### config.mk
export PLATFORM = sky130hd
export DESIGN_NAME = keypad_scanner_flat
export DESIGN_NICKNAME = d
export VERILOG_FILES = /design/src/rtl/keypad_scanner_if.sv /design/src/rtl/keypad_scanner.sv /design/src/flat_wrapper.sv
export SDC_FILE = /design/constraint.sdc
export NUM_CORES = 1
export LEC_CHECK = 0
export BUFFER_PORTS_ARGS = -buffer_cell sky130_fd_sc_hd__buf_2
export CELL_PAD_IN_SITES_DETAIL_PLACEMENT = 1
export CELL_PAD_IN_SITES_GLOBAL_PLACEMENT = 2
export CORE_MARGIN = 2
export CORE_UTILIZATION = 31
export DETAILED_ROUTE_END_ITERATION = 10
export GPL_ROUTABILITY_DRIVEN = 0
export PLACE_DENSITY = 0.79
export SYNTH_ARGS = -nofsm -noshare
export SYNTH_HDL_FRONTEND = slang
export SYNTH_SLANG_ARGS = --single-unit
### constraint.sdc
create_clock -name CLK -period 2.7 [get_ports CLK]
set_clock_uncertainty 0.05 [all_clocks]
set_input_delay 0.405 -clock CLK [delete_from_list [all_inputs] [get_ports CLK]]
set_output_delay 0.405 -clock CLK [all_outputs]
set_load 0.03 [all_outputs]
### src/rtl/keypad_scanner_if.sv
// Keypad scanner pin bundle: matrix rows/columns plus the debounced key outputs.
// master = keypad/consumer side, slave = scanner.
interface keypad_scanner_if;
  logic [3:0] row_in;
  logic [3:0] col_out;
  logic [3:0] key;
  logic       key_valid;
  logic       key_held;

  modport master (
    output row_in,
    input  col_out, key, key_valid, key_held
  );

  modport slave (
    input  row_in,
    output col_out, key, key_valid, key_held
  );
endinterface

### src/rtl/keypad_scanner.sv
// 4x4 active-low matrix keypad scanner with tick-based press/release debounce.
// Reports 4'hF when idle; position row3/col3 is reserved and never reported.
module keypad_scanner #(
  parameter int CLK_DIV        = 1000,
  parameter int DEBOUNCE_TICKS = 4
) (
  input  logic            CLK,
  input  logic            rst,
  keypad_scanner_if.slave bus
);

  localparam int PW = $clog2(CLK_DIV);
  localparam int CW = $clog2(DEBOUNCE_TICKS + 1);
  localparam logic [PW-1:0] PMAX = PW'(CLK_DIV - 1);
  localparam logic [CW-1:0] DMAX = CW'(DEBOUNCE_TICKS);

  typedef enum logic [1:0] {
    SCAN,
    PRESS_DB,
    PRESSED
  } state_t;

  state_t        state_q, state_d;
  logic [3:0]    row_m_q, row_m_d;
  logic [3:0]    row_s_q, row_s_d;
  logic [PW-1:0] presc_q, presc_d;
  logic [1:0]    col_q, col_d;
  logic [1:0]    cand_q, cand_d;
  logic [CW-1:0] cnt_q, cnt_d;
  logic [3:0]    key_q, key_d;
  logic          valid_q, valid_d;
  logic          held_q, held_d;

  logic          tick;
  logic [3:0]    low;
  logic          hit;
  logic [1:0]    hit_row;
  logic [CW-1:0] cnt_inc;
  logic          cand_low;

  assign tick     = (presc_q == PMAX);
  assign cnt_inc  = cnt_q + 1'b1;
  assign cand_low = ~row_s_q[cand_q];

  // Row 3 in column 3 is the reserved code, so it never counts as a hit.
  always_comb begin
    low = ~row_s_q;
    if (col_q == 2'd3) low[3] = 1'b0;
    hit = |low;
    hit_row = 2'd3;
    if (low[0])      hit_row = 2'd0;
    else if (low[1]) hit_row = 2'd1;
    else if (low[2]) hit_row = 2'd2;
  end

  always_comb begin
    row_m_d = bus.row_in;
    row_s_d = row_m_q;
    presc_d = tick ? '0 : presc_q + 1'b1;
    state_d = state_q;
    col_d   = col_q;
    cand_d  = cand_q;
    cnt_d   = cnt_q;
    key_d   = key_q;
    held_d  = held_q;
    valid_d = 1'b0;
    if (tick) begin
      unique case (state_q)
        SCAN: begin
          if (hit) begin
            cand_d = hit_row;
            if (DEBOUNCE_TICKS == 1) begin
              key_d   = {hit_row, col_q};
              held_d  = 1'b1;
              valid_d = 1'b1;
              cnt_d   = '0;
              state_d = PRESSED;
            end else begin
              cnt_d   = CW'(1);
              state_d = PRESS_DB;
            end
          end else begin
            col_d = col_q + 2'd1;
          end
        end
        PRESS_DB: begin
          if (hit && hit_row == cand_q) begin
            if (cnt_inc == DMAX) begin
              key_d   = {cand_q, col_q};
              held_d  = 1'b1;
              valid_d = 1'b1;
              cnt_d   = '0;
              state_d = PRESSED;
            end else begin
              cnt_d = cnt_inc;
            end
          end else begin
            cnt_d   = '0;
            col_d   = col_q + 2'd1;
            state_d = SCAN;
          end
        end
        PRESSED: begin
          if (!cand_low) begin
            if (cnt_inc == DMAX) begin
              key_d   = 4'hF;
              held_d  = 1'b0;
              cnt_d   = '0;
              col_d   = col_q + 2'd1;
              state_d = SCAN;
            end else begin
              cnt_d = cnt_inc;
            end
          end else begin
            cnt_d = '0;
          end
        end
        default: state_d = SCAN;
      endcase
    end
  end

  always_ff @(posedge CLK) begin
    if (rst) begin
      row_m_q <= 4'hF;
      row_s_q <= 4'hF;
      presc_q <= '0;
      state_q <= SCAN;
      col_q   <= 2'd0;
      cand_q  <= 2'd0;
      cnt_q   <= '0;
      key_q   <= 4'hF;
      valid_q <= 1'b0;
      held_q  <= 1'b0;
    end else begin
      row_m_q <= row_m_d;
      row_s_q <= row_s_d;
      presc_q <= presc_d;
      state_q <= state_d;
      col_q   <= col_d;
      cand_q  <= cand_d;
      cnt_q   <= cnt_d;
      key_q   <= key_d;
      valid_q <= valid_d;
      held_q  <= held_d;
    end
  end

  assign bus.col_out   = ~(4'b0001 << col_q);
  assign bus.key       = key_q;
  assign bus.key_valid = valid_q;
  assign bus.key_held  = held_q;

endmodule

### src/flat_wrapper.sv
// flat-port wrapper written by rule: the top's interface ports become plain ports
module keypad_scanner_flat 
#(
  parameter int CLK_DIV        = 1000,
  parameter int DEBOUNCE_TICKS = 4
)
  (CLK, rst, bus_row_in, bus_col_out, bus_key, bus_key_valid, bus_key_held);
  keypad_scanner_if bus_i ();
  input  logic CLK;
  input  logic rst;
  input wire logic [$bits(bus_i.row_in)-1:0] bus_row_in;
  output wire logic [$bits(bus_i.col_out)-1:0] bus_col_out;
  output wire logic [$bits(bus_i.key)-1:0] bus_key;
  output wire logic [$bits(bus_i.key_valid)-1:0] bus_key_valid;
  output wire logic [$bits(bus_i.key_held)-1:0] bus_key_held;
  assign bus_i.row_in = bus_row_in;
  assign bus_col_out = bus_i.col_out;
  assign bus_key = bus_i.key;
  assign bus_key_valid = bus_i.key_valid;
  assign bus_key_held = bus_i.key_held;
  keypad_scanner #(.CLK_DIV(CLK_DIV), .DEBOUNCE_TICKS(DEBOUNCE_TICKS)) u_core (.CLK(CLK), .rst(rst), .bus(bus_i));
endmodule
Word level (Yosys, flattened, before mapping)
Cells that the tools add are included.
{"block": "totals", "reg_bits": 33, "wordCells": 79}
{"block": "op_classes", "reduce_logical": 12, "n_eq_ne": 14, "mux": 33, "n_addsub": 3, "shift": 1, "bitwise": 5, "n_lt_le_gt_ge": 1}
{"op": "$mux 2", "n": 11}
{"op": "$mux 4", "n": 4}
{"op": "$mux 3", "n": 4}
{"op": "$pmux 2 s3", "n": 2}
{"op": "$reduce_and 6->1", "n": 2}
{"op": "$add 10x1->10 const B", "n": 1}
{"op": "$eq 10x10->1 const B", "n": 1}
{"op": "$ne 2x1->1 const B", "n": 5}
{"op": "$pmux 3 s3", "n": 1}
{"op": "$mux 1", "n": 8}
{"op": "$not 4->4", "n": 2}
{"op": "$pmux 4 s2", "n": 1}
{"op": "$reduce_or 4->1", "n": 2}
{"op": "$reduce_and 3->1", "n": 2}
{"op": "$reduce_and 5->1", "n": 1}
{"op": "$eq 2x2->1 const B", "n": 2}
{"op": "$ne 2x2->1 const B", "n": 2}
{"op": "$shl 1x2->4 const A", "n": 1}
{"op": "$add 3x1->3 const B", "n": 1}
{"op": "$eq 3x3->1 const B", "n": 1}
{"op": "$lt 2x3->1 const B", "n": 1}
{"op": "$ne 3x3->1 const B", "n": 1}
{"op": "$not 1->1", "n": 3}
{"op": "$reduce_bool 3->1", "n": 1}
{"op": "other kinds (9)", "n": 9}

Longest topological paths before layout
{"block": "logic_depth", "word_depth": 8, "depth_mapped": 7, "ltp_nobuf": 7}

Least setup slack after synthesis
Ideal clock, no wire load.
{"block": "synth_timing", "path_kind": "reg-to-reg", "startpoint": "register u_core.cnt_q[0]", "endpoint": "register u_core.col_q[0]", "slack_ns": 0.817, "arrival_ns": 1.711, "synth_period_minus_slack_ns": 1.883, "required_ns": 2.529, "path_buffers": 0, "path_stages_with_launch": 8, "cell_sequence": "dfxtp_1 > ha_1 > ha_1 > nand2b_1 > o221ai_1 > nand3_1 > nor3b_2 > mux2_4"}
{"block": "synth_via", "elab_chain_cells": 4}
{"element": "from (decl)", "line_no": "keypad_scanner.sv:29", "source": "logic [CW-1:0] cnt_q, cnt_d;"}
{"element": "from (signal assigned)", "line_no": "keypad_scanner.sv:142", "source": "cnt_q <= cnt_d;"}
{"element": "$add 3x1->3", "line_no": "keypad_scanner.sv:42", "source": "assign cnt_inc = cnt_q + 1'b1;"}
{"element": "$eq 3x3->1", "line_no": "keypad_scanner.sv:105", "source": "if (cnt_inc == DMAX) begin"}
{"element": "$ne 2x1->1 (no line)"}
{"element": "$reduce_and 6->1 (no line)"}
{"element": "to (signal assigned)", "line_no": "keypad_scanner.sv:140", "source": "col_q <= col_d;"}
{"element": "to (decl)", "line_no": "keypad_scanner.sv:27", "source": "logic [1:0] col_q, col_d;"}
Every way passes these cells.
A chain may end at the register's enable or synchronous reset.

Worst setup path after layout
Same ends and word-level chain as after synthesis.

==> summary.md <==
| Metric | Value |
|---|---|
| Run status | `finished, final reports clean` |
| Clk buf depth | `2` |
| Avg Cell Area, Syn | `approximately 9 um^2` |
| Synth warn | `0` |
| Worst-path cell chain | `ha_1 -> ha_1 -> nand2b_1 -> o221ai_1 -> nand3_1 -> nor3b_2 -> mux2_4` |
| Worst EP arrival | `~2300 ps` |
| Final setup fails | `0` |
| Relative slew slack | `0.6439` |
| Tightest Pin Transition | `534.2 ps` |
| CTS tree | `done` |
| Setup ws final | `around 570 ps` |
| Area grow syn2layout | `15.37%` |
| Final instance area | `0.001888 mm^2` |
| Sequential area share after synthesis | `0.4037` |
| Switching power share of the total | `0.2210` |
| DRC | `0` |
| VDD IR-drop max | `0.4123 mV` |
| Detail Route Antenna Nets | `0` |
| Largest area contributor in the netlist | `dfxtp_1` |
| Hold Startpoint | `bus_row_in[3]` |
| Vias/cell | `roughly 4.6` |
| Worst Path Buf+Inv | `0` |
| Worst Hold Slack | `242.5 ps` |
| Port bufs | `15` |
| CP max stage cell | `dfxtp_1` |
| Synth cell types | `37` |
| Flop pwr share | `0.497` |
| Top Ports | `16` |
| Xor/xnor share of the synthesized area | `0.04281` |
| Critical path's top delay family | `simple AND/OR/NAND/NOR gates` |
| Die area | `0.005877 mm^2` |
| H-tree Lvls | `2` |
| Final Max Slew Viols | `0` |
| Setup Total Neg Slack | `0 ps` |
| Diodes inserted | `0` |
| Worst flop-to-flop path startpoint | `u_core.cnt_q[0]` |
| CP Launch Point | `u_core.cnt_q[0]` |
| GR Overflow Total | `0` |
| Clock transition at the registers of the reported paths | `70 ps` |
| Drt first pass iters | `4` |
| Pwr Density | `536.0 mW/mm^2` |
| Final Hold Vio Count | `0` |
| Syn_nets | `200` |
| Min-Delay Endpoint | `u_core.row_m_q[3]` |
| Mux share of post-synthesis cell area | `0.07875` |
| FF+latch count, synth | `33` |
| FF-to-FF setup slack | `about 570 ps` |
| Synth Area in Compound Gates | `0.07875` |
| Post-DP HPWL | `2450 um` |
| Critical Path Start Type | `flop` |
| Via count | `1223` |
| Skew-Pair Late Insertion Delay | `290 ps` |
| Vias in the first global route | `1285` |
| Die extent in y | `76.66 um` |
| Post-route clock period utilization | `0.7885` |
| Final nets | `216` |
| Combinational share of power | `0.039` |
| Simple-gate share of the synthesized area | `0.2531` |
| Worst min path class | `in2reg` |
| Post-Syn Area | `0.001637 mm^2` |
| Req. time, crit path | `about 2800 ps` |
| Routed WL per cell | `12.65 um` |
| RR Endpoint | `u_core.col_q[0]` |
| Area after DPL | `roughly 0.0018 mm^2` |
| CTS Buf Count | `5` |
| Final Util | `0.3697` |
| RSZ-0062 raised after global routing | `no` |
| Top post-synthesis cells by area | `dfxtp_1, ha_1, nor2_1, mux2i_1, nand2b_1` |
| Critical Path Max Stage Delay | `approximately 360 ps` |
| Most used cell, CP | `ha_1` |
| Post-route minimum period | `2129 ps` |
| Clk pwr share | `0.465` |
| Max-cap violation count | `0` |
| Post-route insts no fill | `between 200 and 300` |
| Antenna violations before repair | `0` |
| Tot GR Track Use | `0.1295` |
| Static leakage | `0.7476 nW` |
| CTS hold repair buffers | `0` |
| CP endpoint kind | `flop` |
| Postcts setup bufs | `0` |
| Final WL | `3390 um` |
| Ratio of cells with drive above 1 in the final layout | `0.1970` |
| Die Wd | `76.66 um` |
| Fmax | `approximately 470 MHz` |
| PostCTS Resize Cnt | `0` |
| DP Cell Count | `260` |
| R2R depth | `7` |
| Largest family of logic cells by synthesized area | `simple AND/OR/NAND/NOR gates` |
| Worst slack, placed | `590.7 ps` |
| Adder-Cell Fraction of Synth Area | `0.09939` |
| CP Class | `reg2reg` |
| Core ar. | `0.005107 mm^2` |
| Mapped Cells | `181` |
| Int Pwr | `0.7883 mW` |
| Initial Utilization | `0.3204` |
| First-pass GRT wire length | `6037 um` |
| Switch Pwr | `between 0.2 and 0.25 mW` |
| CP Max Fanout | `7` |
| Initial drt markers | `14` |
| # rows | `26` |
| Largest net degree at the start of global routing | `35` |
| Share of the synthesized area in the top cell type | `0.4037` |
| Final Total Pwr | `1.012 mW` |
| Clk sink count | `33` |
| Hold Crit Depth | `2` |
| Root Buffer | `clkbuf_8` |
## how the worst max path moves through the flow
stage / to / cells after the start
3_3_place_gp: u_core.bus.key_held / 6
6_report: u_core.col_q[0] / 7
2_1_floorplan: u_core.col_q[0] / 7
3_5_place_dp: u_core.col_q[0] / 7
5_1_grt: u_core.col_q[0] / 7
4_1_cts: u_core.col_q[0] / 6
## per-layer routing
layer,wire [um],GRT usage
met1,1636,0.1611
met2,1626,0.2184
met3,81,0.03529
met4,44,0.03818
met5,0,0
## cell usage after synthesis
library cell and n:
dfxtp_1 33, nor2_1 24, ha_1 13, inv_1 12
nand2b_1 9, mux2i_1 8, nand2_1 8, nand3_1 8
or2_2 8, a21oi_1 6, nor3_1 5, o21ai_0 5
xnor2_1 5, and3_1 4, buf_2 3, clkbuf_1 3
xor2_1 3, a211oi_1 2, nor2b_1 2, o21ai_1 2
o31ai_1 2, a21boi_0 1, a21oi_2 1, mux2_2 1
mux2_4 1, mux4_2 1, nand4_1 1, nand4_2 1
nor3b_2 1, nor4_2 1, nor4b_1 1, o221ai_1 1
o31a_1 1, or2b_1 1, or3_1 1, or3_4 1
or4_1 1
## cell type report
| class | instances | area (um^2) |
|---|---|---|
| fillers | 619 | 3219 |
| multi-input cells | 130 | 904.6 |
| flip-flops and latches | 33 | 660.6 |
| well taps | 70 | 87.58 |
| repair buffers | 15 | 75.07 |
| clock buffers | 5 | 68.82 |
| clock inverters | 3 | 46.29 |
| inverters | 12 | 45.04 |
## cells by family (layout without fill, tap and decap cells)
| kind of cell | after synthesis | after routing |
|---|---|---|
| and+or+nand+nor | 77 | 77 |
| buffers and inverters | 18 | 35 |
| adders and majority gates | 13 | 13 |
| AOI/OAI and AO/OA | 21 | 21 |
| muxes | 11 | 11 |
| xor gates and xnor gates | 8 | 8 |
| DFF | 33 | 33 |
## registers in the layout (all words and copies together) (netlist names)
signal and flops:
u_core.bus.key 4, u_core.bus.key_held 1, u_core.bus.key_valid 1, u_core.cand_q 2, u_core.cnt_q 3, u_core.col_q 2
u_core.presc_q 10, u_core.row_m_q 4, u_core.row_s_q 4, u_core.state_q 2
## cells in the final DEF, fill, tap and decap left out, drive strengths merged, types with 2 or more instances in the layout
cell type,netlist,layout
a211oi,2,2
a21oi,7,7
and3,4,4
buf,3,15
clkbuf,3,5
dfxtp,33,33
ha,13,13
inv,12,12
mux2,2,2
mux2i,8,8
nand2,8,8
nand2b,9,9
nand3,8,8
nand4,2,2
nor2,24,24
nor2b,2,2
nor3,5,5
o21ai,7,7
o31ai,2,2
or2,8,8
or3,2,2
xnor2,5,5
xor2,3,3
## power groups by stage
| stage | combinational (mW) | clock (mW) | sequential [mW] |
|---|---|---|---|
| after global routing | 0.0452 | 0.508 | 0.504 |
| after floorplan | 0.0296 | 0 | 0.512 |
| after detailed placement | 0.0390 | 0 | 0.514 |
| after CTS | 0.0397 | 0.481 | 0.503 |
| after global placement | 0.0395 | 0 | 0.514 |
| final | 0.0390 | 0.470 | 0.503 |
(Power assumes the default switching activity.)
